===== config.mk =====
export PLATFORM = sky130hd
export DESIGN_NAME = sc_frame_shifter
export DESIGN_NICKNAME = d
export VERILOG_FILES = /design/src/rtl/sc_frame_shifter.sv
export SDC_FILE = /design/constraint.sdc
export NUM_CORES = 2
export LEC_CHECK = 0
export CORE_ASPECT_RATIO = 0.75
export CORE_MARGIN = 2
export CORE_UTILIZATION = 49
export DETAILED_ROUTE_END_ITERATION = 10
export PLACE_DENSITY = 0.77
export SLEW_MARGIN = 15
export SYNTH_ARGS = -nofsm -noshare
export SYNTH_HDL_FRONTEND = slang
export SYNTH_SLANG_ARGS = --single-unit

===== constraint.sdc =====
create_clock -name clk -period 3.8 [get_ports clk]
set_clock_uncertainty 0.05 [all_clocks]
set_input_delay 0.76 -clock clk [delete_from_list [all_inputs] [get_ports clk]]
set_output_delay 0.76 -clock clk [all_outputs]
set_load 0.01 [all_outputs]

===== src/rtl/sc_frame_shifter.sv =====
// sc_frame_shifter: parameterised slow-control serializer with chip reset,
// start/busy/done handshake and optional readback-compare pass.
`default_nettype none

module sc_frame_shifter #(
  parameter int FRAME_W     = 829,
  parameter int CLK_DIV     = 4,
  parameter int RSTN_CYCLES = 8,
  parameter int LSB_FIRST   = 1,
  parameter int VERIFY      = 1
) (
  input  logic               clk,
  input  logic               rst,
  input  logic               start,
  input  logic [FRAME_W-1:0] frame,
  output logic               busy,
  output logic               done,
  output logic               error,
  output logic               d_sc,
  output logic               ck_sc,
  output logic               rstn_sc,
  input  logic               q_sc
);

  localparam int BW = $clog2(FRAME_W);
  localparam int PW = (CLK_DIV > 1) ? $clog2(CLK_DIV) : 1;
  localparam int RW = (RSTN_CYCLES > 1) ? $clog2(RSTN_CYCLES) : 1;
  localparam logic [BW-1:0] BIT_LAST = BW'(FRAME_W - 1);
  localparam logic [PW-1:0] PH_LAST  = PW'(CLK_DIV - 1);
  localparam logic [RW-1:0] RST_LAST = RW'(RSTN_CYCLES - 1);

  typedef enum logic [2:0] {
    S_IDLE    = 3'd0,
    S_CHIPRST = 3'd1,
    S_SHIFT   = 3'd2,
    S_VERIFY  = 3'd3,
    S_FINISH  = 3'd4
  } state_t;

  state_t             state, state_nx;
  logic [BW-1:0]      bit_cnt, bit_cnt_nx;
  logic [PW-1:0]      phase_cnt, phase_cnt_nx;
  logic               high_ph, high_ph_nx;
  logic [RW-1:0]      rst_cnt, rst_cnt_nx;
  logic [FRAME_W-1:0] shadow, shadow_nx;
  logic               mismatch, mismatch_nx;
  logic               accept;
  logic               shifting_nx;
  logic               cur_bit;
  logic               busy_nx, done_nx, error_nx, d_nx, ck_nx, rstn_nx;

  function automatic logic [BW-1:0] bit_index(input logic [BW-1:0] cnt);
    if (LSB_FIRST != 0) return cnt;
    else                return BIT_LAST - cnt;
  endfunction

  assign cur_bit = shadow[bit_index(bit_cnt)];

  always_ff @(posedge clk) begin
    if (rst) begin
      state     <= S_IDLE;
      bit_cnt   <= '0;
      phase_cnt <= '0;
      high_ph   <= 1'b0;
      rst_cnt   <= '0;
      shadow    <= '0;
      mismatch  <= 1'b0;
      busy      <= 1'b0;
      done      <= 1'b0;
      error     <= 1'b0;
      d_sc      <= 1'b0;
      ck_sc     <= 1'b0;
      rstn_sc   <= 1'b1;
    end else begin
      state     <= state_nx;
      bit_cnt   <= bit_cnt_nx;
      phase_cnt <= phase_cnt_nx;
      high_ph   <= high_ph_nx;
      rst_cnt   <= rst_cnt_nx;
      shadow    <= shadow_nx;
      mismatch  <= mismatch_nx;
      busy      <= busy_nx;
      done      <= done_nx;
      error     <= error_nx;
      d_sc      <= d_nx;
      ck_sc     <= ck_nx;
      rstn_sc   <= rstn_nx;
    end
  end

  always_comb begin
    state_nx     = state;
    bit_cnt_nx   = bit_cnt;
    phase_cnt_nx = phase_cnt;
    high_ph_nx   = high_ph;
    rst_cnt_nx   = rst_cnt;
    shadow_nx    = shadow;
    mismatch_nx  = mismatch;
    accept       = 1'b0;

    case (state)
      S_IDLE: begin
        if (start) begin
          accept      = 1'b1;
          state_nx    = S_CHIPRST;
          rst_cnt_nx  = '0;
          shadow_nx   = frame;
          mismatch_nx = 1'b0;
        end
      end
      S_CHIPRST: begin
        if (rst_cnt == RST_LAST) begin
          state_nx     = S_SHIFT;
          bit_cnt_nx   = '0;
          phase_cnt_nx = '0;
          high_ph_nx   = 1'b0;
        end else begin
          rst_cnt_nx = rst_cnt + 1'b1;
        end
      end
      S_SHIFT, S_VERIFY: begin
        // The chip's tail bit is read just before ck_sc rises.
        if (state == S_VERIFY && !high_ph && phase_cnt == PH_LAST && q_sc != cur_bit)
          mismatch_nx = 1'b1;
        if (phase_cnt == PH_LAST) begin
          phase_cnt_nx = '0;
          if (!high_ph) begin
            high_ph_nx = 1'b1;
          end else begin
            high_ph_nx = 1'b0;
            if (bit_cnt == BIT_LAST) begin
              bit_cnt_nx = '0;
              state_nx   = (state == S_SHIFT && VERIFY != 0) ? S_VERIFY : S_FINISH;
            end else begin
              bit_cnt_nx = bit_cnt + 1'b1;
            end
          end
        end else begin
          phase_cnt_nx = phase_cnt + 1'b1;
        end
      end
      S_FINISH: state_nx = S_IDLE;
      default:  state_nx = S_IDLE;
    endcase

    // Outputs are registered images of the next state, so they are glitch-free.
    shifting_nx = (state_nx == S_SHIFT) || (state_nx == S_VERIFY);
    busy_nx     = (state_nx == S_CHIPRST) || shifting_nx;
    done_nx     = (state_nx == S_FINISH);
    rstn_nx     = (state_nx != S_CHIPRST);
    ck_nx       = shifting_nx & high_ph_nx;
    d_nx        = shifting_nx & shadow_nx[bit_index(bit_cnt_nx)];
    if (accept)
      error_nx = 1'b0;
    else if (state_nx == S_FINISH)
      error_nx = mismatch_nx;
    else
      error_nx = error;
  end

endmodule

`default_nettype wire


==> run metrics <==
top_reg_cell synth dfxtp_1; ys async rst share 0%; class of the worst hold path register to register; Final ANT Viol Nets 0; Synth Net Count 7750; vias post-DR 61860; Residual DRC 0; commonest non-fill, non-tap cell in the layout nand2_1; FF-to-FF End d_sc$_SDFF_PP0_; Worst setup EP type register; CP max FO 20; first-pass GRT wire length 353100 um; cell leakage power 26.52 nW; Clock Sink Count 855; Worst path slowest cell a311o_4; period utilisation layout 102.4%; layout cells sized above 1 15.50%; Seq/Total Area, Yosys 33.68%; Die Area 0.1063 sq mm; Critical R2R Launch bit_cnt[0]$_SDFF_PP0_; Max Cap Violations 0; initial core utilization 49.34%; most frequent cells in the layout nand2_1 (2558), a21oi_1 (1016), dfxtp_1 (846), clkdlybuf4s50_1 (837), buf_4 (566); Synth warnings 0; Core Rows 102; # IOs 839; DR pass1 iterations 9; # port buffers 838; root buf cell clkbuf_16; CP peak stage delay 460 ps; Slew headroom 37.76%; Fmax 0.2571 GHz; worst-skew pair later-pin latency 720 ps; Core ar. 0.1030 sq mm; Total Power 23.71 mW; EDFF count, synth 0; Max clock buf depth 3; status finished, violations left; critical path type register to register; post-route cell area 0.06990 sq mm; RSZ-0062 raised after global routing yes; Fin. Hold Viols 0; placed insts 9123; Final Core Density 67.87%; DIE WIDTH 375.8 um; CP Cell Sequence buf_6, buf_16, a311o_4, nand2_8, buf_12, buf_16, mux2i_1, o21ai_0, o311ai_2, nand4_1, o41ai_1, or3_1, o211ai_1, a211oi_4, buf_6, nor4_2; Worst R2R Setup Slack -90 ps; average size of a mapped cell 7.352 sq um; synthesized cell area 0.05081 sq mm; total negative setup slack -101.2 ps; Initial DRC Count 10630; crit start category register; Synth Instances 6912; Hold Path Depth 2; Required @ worst endpoint 4370 ps; clk slew on worst S/H paths 70 ps; Area Overhead vs Synth 37.55%; clock buffers created by TritonCTS 90; post-synthesis cell type count 82; failing checks negative setup slack; Setup-failing EPs final 2; Total Routing Usage GR 43.85%; largest net degree at the start of global routing 173; Die H 282.9 um; Hold Path End shadow[106]$_SDFF_PP0_; Post-Layout Cell Count 9391; R2R depth 16; measured slew at the worst slew-check pin 933.6 ps; Layout Nets 8777; final worst setup slack -89.77 ps; maximum VDD drop 0.0003100 V; data arrival time of the critical path 4460 ps; H-tree levels 3; GPL Wtd Cong 1.011; pwr dens 339.2 mW/mm^2; HPWL Detailed 178800 um; synthesized flop and latch total 855; GR Overflow Total 0; vias per cell 6.587; minimum clock period 3890 ps; Final Max Tran Viols 0; vias in the first global route 55880; antenna violations before repair 47; routed wire length 252100 um; CTS tree done; placed inst area 0.06467 sq mm; fill count 8233; CTS hold repair buffers 0; Hold Path Origin shadow[106]$_SDFF_PP0_; per-cell routed wire length 26.85 um
worst max path at each step:
stage                                startpoint                  end  slack [ps]  depth (start not counted)
final                     bit_cnt[0]$_SDFF_PP0_      d_sc$_SDFF_PP0_         -90                         16
after floorplan           bit_cnt[0]$_SDFF_PP0_      d_sc$_SDFF_PP0_         220                         18
after detailed placement                  start      d_sc$_SDFF_PP0_        -620                         12
after CTS                 bit_cnt[0]$_SDFF_PP0_  mismatch$_SDFF_PP0_           3                         17
after global placement                    start      d_sc$_SDFF_PP0_        -800                         12
after global routing      bit_cnt[6]$_SDFF_PP0_      d_sc$_SDFF_PP0_        -130                         18
kinds of logic (layout without fill, tap and decap cells):
| logic type | Yosys count | after routing | share of synthesized area (%) |
|---|---|---|---|
| flip-flops | 855 | 855 | 33.68 |
| adder cells (fa/ha/maj) | 5 | 5 | 0.1231 |
| AO/OA/AOI/OAI | 1771 | 1771 | 21.05 |
| other | 0 | 32 | 0 |
| buffers and inverters | 659 | 1754 | 5.821 |
| AND/OR/NAND/NOR | 3175 | 3175 | 25.66 |
| multiplexers | 446 | 446 | 13.65 |
| XOR/XNOR | 1 | 1 | 0.01724 |
through the flow:
step           worst slack (ps)  hold slack (ps)
2_1_floorplan             215.4            369.6
3_3_place_gp             -796.3            384.6
3_5_place_dp             -621.8            385.3
4_1_cts                   2.680            407.3
5_1_grt                  -133.8            434.7
6_report                 -89.77            417.8
power by group:
| group | total, mW | leakage [nW] | internal [mW] | switching (mW) |
|---|---|---|---|---|
| Sequential | 9.91 | 7.03 | 9.50 | 0.409 |
| Clock | 9.49 | 1.50 | 5.38 | 4.10 |
| Combinational | 4.31 | 18.0 | 2.06 | 2.25 |
| Total | 23.7 | 26.5 | 16.9 | 6.77 |
cells in the mapped netlist (9+ instances only):
| library cell | n | area, sq um |
|---|---|---|
| nor4_1 | 22 | 137.6 |
| a32oi_1 | 15 | 131.4 |
| dfxtp_1 | 855 | 17120 |
| a311oi_1 | 91 | 797.0 |
| nand2_1 | 2568 | 9639 |
| a21oi_1 | 1022 | 5115 |
| nand3_1 | 193 | 965.9 |
| nor3_1 | 67 | 335.3 |
| a221oi_1 | 46 | 402.9 |
| o21ai_0 | 90 | 450.4 |
| buf_2 | 186 | 930.9 |
| a22oi_1 | 27 | 202.7 |
| a221o_1 | 15 | 150.1 |
| a211oi_1 | 116 | 870.8 |
| buf_4 | 51 | 382.9 |
| o22ai_1 | 59 | 369.1 |
| nand2b_1 | 11 | 68.82 |
| o221ai_1 | 45 | 394.1 |
| mux4_2 | 197 | 4437 |
| nor2_1 | 67 | 251.5 |
| mux2i_1 | 245 | 2452 |
| and3_1 | 171 | 1070 |
| o211ai_1 | 14 | 105.1 |
| a31oi_1 | 139 | 869.6 |
| nand4_1 | 26 | 162.7 |
| clkbuf_1 | 381 | 1430 |
| o31ai_1 | 9 | 67.56 |
| buf_1 | 26 | 97.59 |
routing by layer:
layer | up-vias | wire length [um] | track usage [%]
met1 | 28730 | 89220 | 55.29
met5 | - | 225 | 0
met4 | 36 | 20480 | 29.80
met3 | 1221 | 38190 | 14.22
li1 | 26570 | - | -
met2 | 5298 | 104000 | 63.96
flip-flops by register name, indices dropped and copies added (netlist names), 2 cells and up:
signal / cells
phase_cnt: 2
state: 3
rst_cnt: 3
bit_cnt: 10
shadow: 829
worst max-delay path, delay by kind of cell (launching register included):
kind,cells,cell delay [ps]
buf+inv,5,860
flops,1,380
simple gates,4,980
mux,1,110
compound gates,6,1360
cell type report:
| type | count | area [sq um] | share of cell area (%) |
|---|---|---|---|
| Antenna cell | 32 | 80.08 | 0.1146 |
| Timing Repair Buffer | 1587 | 16410 | 23.47 |
| Clock buffer | 130 | 2685 | 3.842 |
| Inverter | 7 | 31.28 | 0.04475 |
| Sequential cell | 855 | 17140 | 24.52 |
| Multi-Input combinational cell | 5398 | 31480 | 45.04 |
| Clock inverter | 30 | 381.6 | 0.5460 |
| Tap cell | 1352 | 1692 | 2.420 |
what timing repair did:
item / CTS / global route
buffers inserted: 13 / 37
cloned: 5 / 21
gates resized for setup: 54 / 132
endpoints found under the setup margin: 2 / 2
pin swaps: 13 / 33
hold endpoints to repair: 0 / 0
Power figures use the tool's default switching activity.
